`config.mk`:
```
export PLATFORM = sky130hd
export DESIGN_NAME = clock_divider_prog
export DESIGN_NICKNAME = d
export VERILOG_FILES = /design/src/rtl/clock_divider_prog.sv
export SDC_FILE = /design/constraint.sdc
export NUM_CORES = 1
export LEC_CHECK = 0
export ABC_AREA = 1
export CAP_MARGIN = 20
export CORE_ASPECT_RATIO = 0.75
export CORE_MARGIN = 4
export CORE_UTILIZATION = 50
export DETAILED_ROUTE_END_ITERATION = 8
export PLACE_DENSITY = 0.7
export SLEW_MARGIN = 5
export SYNTH_ARGS = -nofsm -noshare
export SYNTH_HDL_FRONTEND = slang
export SYNTH_SLANG_ARGS = --single-unit
```
`constraint.sdc`:
```
create_clock -name clk_in -period 7.38 [get_ports clk_in]
set_input_delay 1.476 -clock clk_in [delete_from_list [all_inputs] [get_ports clk_in]]
set_output_delay 1.476 -clock clk_in [all_outputs]
set_load 0.05 [all_outputs]
```
`src/rtl/clock_divider_prog.sv`:
```
// Programmable integer clock divider (N >= 2) with edge strobes, deferred divisor loads and a graceful stop.
// All outputs are registered and update one clk_in edge after the inputs that cause them; there is no backpressure.
module clock_divider_prog #(
  parameter int CNT_W       = 16,
  parameter int DIV_DEFAULT = 10
) (
  input  logic             clk_in,
  input  logic             nres,
  input  logic             en,
  input  logic [CNT_W-1:0] div_in,
  input  logic             div_load,
  output logic             clk_out,
  output logic             tick_rise,
  output logic             tick_fall,
  output logic             running,
  output logic             pending,
  output logic [CNT_W-1:0] div_active,
  output logic             err
);

  generate
    if (DIV_DEFAULT < 2 || longint'(DIV_DEFAULT) >= (64'd1 << CNT_W)) begin : g_bad_default
      $error("clock_divider_prog: DIV_DEFAULT must be in 2 .. 2^CNT_W-1");
    end
  endgenerate

  localparam logic [CNT_W-1:0] DIV_RST = CNT_W'(DIV_DEFAULT);
  localparam logic [CNT_W-1:0] ONE     = CNT_W'(1);
  localparam logic [CNT_W-1:0] TWO     = CNT_W'(2);
  localparam logic [CNT_W:0]   ONE_X   = (CNT_W+1)'(1);

  typedef enum logic {IDLE = 1'b0, RUN = 1'b1} state_t;

  state_t           state_q;
  logic [CNT_W-1:0] cnt_q;
  logic [CNT_W-1:0] div_q;
  logic [CNT_W-1:0] pend_val_q;
  logic             pending_q;
  logic             clk_out_q;
  logic             tick_rise_q;
  logic             tick_fall_q;
  logic             err_q;

  logic             load_bad;
  logic             load_ok;
  logic             wrap;
  logic [CNT_W-1:0] cnt_inc;
  logic [CNT_W:0]   half_n;
  logic [CNT_W:0]   cnt_inc_x;
  logic [CNT_W-1:0] div_d;

  always_comb begin
    load_bad  = div_load && (div_in < TWO);
    load_ok   = div_load && !load_bad;
    wrap      = (cnt_q == (div_q - ONE));
    cnt_inc   = cnt_q + ONE;
    cnt_inc_x = {1'b0, cnt_inc};
    // High phase is ceil(N/2); the extra bit keeps N = 2^CNT_W-1 from overflowing.
    half_n    = ({1'b0, div_q} + ONE_X) >> 1;
    // Divisor for a period starting at a wrap edge: a load on this very edge beats a pending one.
    div_d     = load_ok ? div_in : (pending_q ? pend_val_q : div_q);
  end

  always_ff @(posedge clk_in or negedge nres) begin
    if (!nres) begin
      state_q     <= IDLE;
      cnt_q       <= '0;
      div_q       <= DIV_RST;
      pend_val_q  <= '0;
      pending_q   <= 1'b0;
      clk_out_q   <= 1'b0;
      tick_rise_q <= 1'b0;
      tick_fall_q <= 1'b0;
      err_q       <= 1'b0;
    end else begin
      tick_rise_q <= 1'b0;
      tick_fall_q <= 1'b0;
      err_q       <= load_bad;
      case (state_q)
        IDLE: begin
          cnt_q     <= '0;
          pending_q <= 1'b0;
          if (load_ok) div_q <= div_in;
          if (en) begin
            state_q     <= RUN;
            clk_out_q   <= 1'b1;
            tick_rise_q <= 1'b1;
          end else begin
            clk_out_q   <= 1'b0;
          end
        end
        RUN: begin
          if (wrap) begin
            div_q     <= div_d;
            pending_q <= 1'b0;
            cnt_q     <= '0;
            if (en) begin
              clk_out_q   <= 1'b1;
              tick_rise_q <= 1'b1;
            end else begin
              state_q     <= IDLE;
              clk_out_q   <= 1'b0;
            end
          end else begin
            // en is deliberately ignored here so a started period always completes.
            cnt_q       <= cnt_inc;
            clk_out_q   <= (cnt_inc_x < half_n);
            tick_fall_q <= (cnt_inc_x == half_n);
            if (load_ok) begin
              pend_val_q <= div_in;
              pending_q  <= 1'b1;
            end
          end
        end
      endcase
    end
  end

  assign clk_out    = clk_out_q;
  assign tick_rise  = tick_rise_q;
  assign tick_fall  = tick_fall_q;
  assign running    = (state_q == RUN);
  assign pending    = pending_q;
  assign div_active = div_q;
  assign err        = err_q;

endmodule

```
Word level (Yosys, flattened, before mapping)
Cells that the tools add are included.
Widths: inputs -> output; s select.
{"block": "totals", "reg_bits": 54, "inputBits": 20, "output_inout_bits": 22, "wordCells": 46}
{"block": "op_classes", "addsub": 3, "magnitude_cmp": 2, "eq_ne": 6, "n_mux": 19, "bitwise": 2, "n_reduce_logical": 5}
{"op": "$mux 16", "n": 5}
{"op": "$pmux 16 s2", "n": 2}
{"op": "$eq 16x16->1", "n": 2}
{"op": "$add 16x1->17 const B", "n": 1}
{"op": "$add 16x1->16 const B", "n": 1}
{"op": "$lt 16x16->1", "n": 1}
{"op": "$lt 16x2->1 const B", "n": 1}
{"op": "$sub 16x1->16 const B", "n": 1}
{"op": "$mux 1", "n": 8}
{"op": "$pmux 1 s2", "n": 4}
{"op": "$ne 3x1->1 const B", "n": 2}
{"op": "$reduce_and 3->1", "n": 2}
{"op": "$logic_and 1x1->1", "n": 2}
{"op": "$ne 2x1->1 const B", "n": 1}
{"op": "$ne 2x2->1 const B", "n": 1}
{"op": "$not 1->1", "n": 2}
{"op": "$logic_not 1->1", "n": 1}

Logic depth before layout (Yosys ltp)
{"block": "logic_depth", "ltp_word": 7, "depth_mapped": 18, "ltp_nobuf": 18}

Least setup slack after synthesis
Ideal clock, no wire load.
{"block": "synth_timing", "path_type": "reg2reg", "start": "register div_q[3] (netlist: div_active[3])", "end": "register clk_out_q (netlist: clk_out)", "setup_time_ps": 118, "arrival_ps": 2864, "required_time_ps": 7262, "slack_ps": 4398, "path_stages_with_launch": 18, "path_buffers": 1, "period_less_slack_ps": 2982, "cell_sequence": "dfstp_2 buf_4 inv_2 nor3_1 nand3_1 nor2_1 nand3_1 nor3_1 nand2_1 xor2_1 ha_1 nand2_1 nor2_1 nand2_1 o211ai_1 a31oi_1 nand3_1 nand2_1"}
{"block": "synth_via", "elab_chain_cells": 4, "elab_cells_between_ends": 6, "cone_classes": "2 x add/sub; 1 x order compare; 1 x eq/ne; 2 x mux"}
{"item": "start, declared", "line_no": "36", "text": "logic [CNT_W-1:0] div_q;"}
{"item": "start signal, assigned", "line_no": "83", "text": "if (load_ok) div_q <= div_in;"}
{"item": "start signal, assigned", "line_no": "94", "text": "div_q <= div_d;"}
{"item": "$add 16x1->17 or $sub 16x1->16 (tied branches)", "line_no": "59, 55"}
{"item": "$lt 16x16->1 or $eq 16x16->1 (tied branches)", "line_no": "107, 55"}
{"item": "$mux 1 *", "line_no": "93", "text": "if (wrap) begin"}
{"item": "$pmux 1 s2 *", "line_no": "79", "text": "case (state_q)"}
{"item": "end signal, assigned", "line_no": "107", "text": "clk_out_q <= (cnt_inc_x < half_n);"}
{"item": "end, declared", "line_no": "39", "text": "logic clk_out_q;"}
Every way passes the cells marked *; elsewhere a longest branch is shown, timed or not.
A chain may end at the register's enable or synchronous reset.

Final worst setup path
{"block": "layout_timing", "start": "input port div_in[10]", "end": "register pend_val_q[10]"}
{"block": "layout_via", "elab_chain_cells": 5}
{"item": "start, declared", "line_no": "10", "text": "input logic [CNT_W-1:0] div_in,"}
{"item": "$lt 16x2->1", "line_no": "53", "text": "load_bad = div_load && (div_in < TWO);"}
{"item": "$logic_and 1x1->1", "line_no": "53"}
{"item": "$logic_not 1->1", "line_no": "54", "text": "load_ok = div_load && !load_bad;"}
{"item": "$logic_and 1x1->1", "line_no": "54"}
{"item": "$reduce_and 3->1 (no source line)"}
{"item": "end signal, assigned", "line_no": "110", "text": "pend_val_q <= div_in;"}
{"item": "end, declared", "line_no": "37", "text": "logic [CNT_W-1:0] pend_val_q;"}
Several ways; a longest one is shown, not always the timed one.

==> run metrics <==
Achievable Freq=0.239 GHz; Synth Instances=556; antenna cells=0; crit path from=div_in[10]; setup slack after layout=3.20 ns; initial antenna violation count=0; nets@finish=618; CP required=7.62 ns; pre-CTS setup slack=2.91 ns; HP Class=reg -> reg; min-delay src=pend_val_q[15]; final setup skew=0.00692 ns; syn nets=595; crit-path max FO=33; die area=9440 um^2; Seq/Total Area, Yosys=34.1%; Clock Latency Late Sink=0.30 ns; LEAKAGE=2.37 nW; Comb pwr share=8.5%; flop and latch count out of synthesis=54; HPWL after DPL=7120 um; Filler cells=725; CTS Buffer Depth=2; Routed WL per cell=13.6 um; vias in the first global route=3,376; worst slew margin relative to its limit=35.4%; Clock power frac=30.8%; Slew Viols, Final=0; most frequent cell after synthesis=nand2_1; top post-synthesis cells by area=dfrtp_1 (33%), nand2_1 (17%), nand3_1 (6.6%), ha_1 (6.0%), xor2_1 (6.0%); Die W=111 um; outcome=complete, no violations; Initial Util=52.7%; largest net degree at the start of global routing=55; Seq pwr share=60.7%; CTS tree=done; CTS clk-pin slew, worst paths=0.09 ns; root buf cell=clkbuf_8; vias=3,557; # setup viols final=0; CORE AREA=7530 um^2; total CTS buffers=5; Final Cycle Share=56.6%; Worst Tran Pin Value=0.967 ns; die height=85.2 um; Multi-input gate area=2240 um^2; io pins=42; Via density=5.23; Yosys warning count=0; final worst path period need=4.18 ns; cell area after layout=4440 um^2; M1 WL=4440 um; Area growth, synth to finish=11.8%; Pint=0.387 mW; Port Buf Inserts=41; sum of negative setup slack=0 ns; Worst Path Arrival=4.42 ns; register area=1350 um^2; Final Hold Vio Count=0; row count=27; Worst IR Drop VDD=0.0758 mV; uppermost routed layer=met4; synthesized cell area=3970 um^2; drt total wl=9280 um; gp weighted congestion=0.860; grt total ovfl=0; GRT Total Usage=20.1%; DRT Pass-1 Iters=4; post-synthesis cell type count=35; Clock Sinks=54; Net Sw Frac=23.5%; Hold Buf Count CTS=0; CP startpoint kind=input pin; post-route antenna net violation count=0; Pwr per Cell Area=114 nW/um^2; Synth top area share=32.8%; RR Startpoint=div_active[3]; DR DRC count=0; maxcap violations=0; Post-synth EDFFs=0; top_reg_cell synth=dfrtp_1; routed wl met2=4310 um; met3 routed WL=374 um; Yosys top cell by area=dfrtp_1; Critical Path End Type=flip-flop; CTS resizes=0; hold_ws=0.478 ns; Switch Pwr=0.119 mW; H-tree Lvls=2; number of setup buffers added after CTS=0; average size of a mapped cell=7.14 um^2; async set or reset register ratio after synthesis=100%; unrepaired setup endpoints after global routing=no; DRT iter0 DRCs=192; Placed Area=4360 um^2; first-pass GRT wire length=15,800 um; Synth top cells by count=nand2_1 (177), inv_1 (54), dfrtp_1 (52), nand3_1 (52), nor2_1 (47); Setup Crit Path Kind=in -> reg; share of post-route cells with drive strength above 1=5.87%
[power groups by stage]
stage          Sequential, mW  Combinational [mW]  Clock (mW)
2_1_floorplan           0.312              0.0206           0
3_3_place_gp            0.313              0.0425           0
3_5_place_dp            0.313              0.0433           0
4_1_cts                 0.307              0.0433       0.160
5_1_grt                 0.308              0.0488       0.174
6_report                0.308              0.0428       0.156
[layout by cell type (no fill, tap or decap), types with 9 or more instances in the layout]
master,count
a21oi_1,9
clkdlybuf4s50_1,40
dfrtp_1,52
ha_1,19
inv_1,54
nand2_1,177
nand3_1,52
nand4_1,23
nor2_1,47
xnor2_1,11
xor2_1,27
[per-layer routing]
metal,track usage (%),vias to the layer above
met1,27.5,1643
met5,0,-
met4,5.93,0
met2,33.8,75
li1,-,1823
met3,2.42,16
[per-stage QoR]
step	power (mW)	instances	util [%]
after floorplan	0.333	556	-
after global placement	0.356	673	57.9
after detailed placement	0.356	673	57.9
after CTS	0.511	680	58.9
after global routing	0.531	680	58.9
final	0.506	680	58.9
[final cells by class]
| cell class | instances | area share (%) |
|---|---|---|
| timing repair buffer | 43 | 9.47 |
| clock buffer | 7 | 1.72 |
| tap | 101 | 2.85 |
| inverter | 58 | 4.91 |
| multi-input combinational | 417 | 50.5 |
| sequential | 54 | 30.5 |
[critical path, cell delays in order]
cell and delay, ns:
clkdlybuf4s50_1 0.44, nor4_1 0.33, nand4_1 0.20, nand2_1 0.50, nand2_1 0.75, nand3_2 0.54
nand2_1 0.11, nand2_1 0.07
[path summary, 6_finish.rpt]
check                      slack, ns              to  cells after the start
max                             3.20  pend_val_q[10]                      8
min                             0.48  pend_val_q[15]                      2
max reg2reg                     4.13         clk_out                     16
min reg2reg                     0.48  pend_val_q[15]                      2
max in group asynchronous       5.64  div_active[13]                      2
min in group asynchronous       1.29   pend_val_q[2]                      2
[logic make-up after synthesis]
logic type,synth area share (%)
fa+ha+maj,5.99
buf+inv,9.36
simple gates,38.7
flops,34.1
xor+xnor,8.39
compound gates,3.47
[flip-flops by register name, indices dropped and copies added, names as in the netlist]
| name | count |
|---|---|
| clk_out | 1 |
| cnt_q | 16 |
| err | 1 |
| tick_fall | 1 |
| running | 1 |
| tick_rise | 1 |
| div_active | 16 |
| pending | 1 |
| pend_val_q | 16 |
No activity file was read; power rests on OpenSTA's default activity.
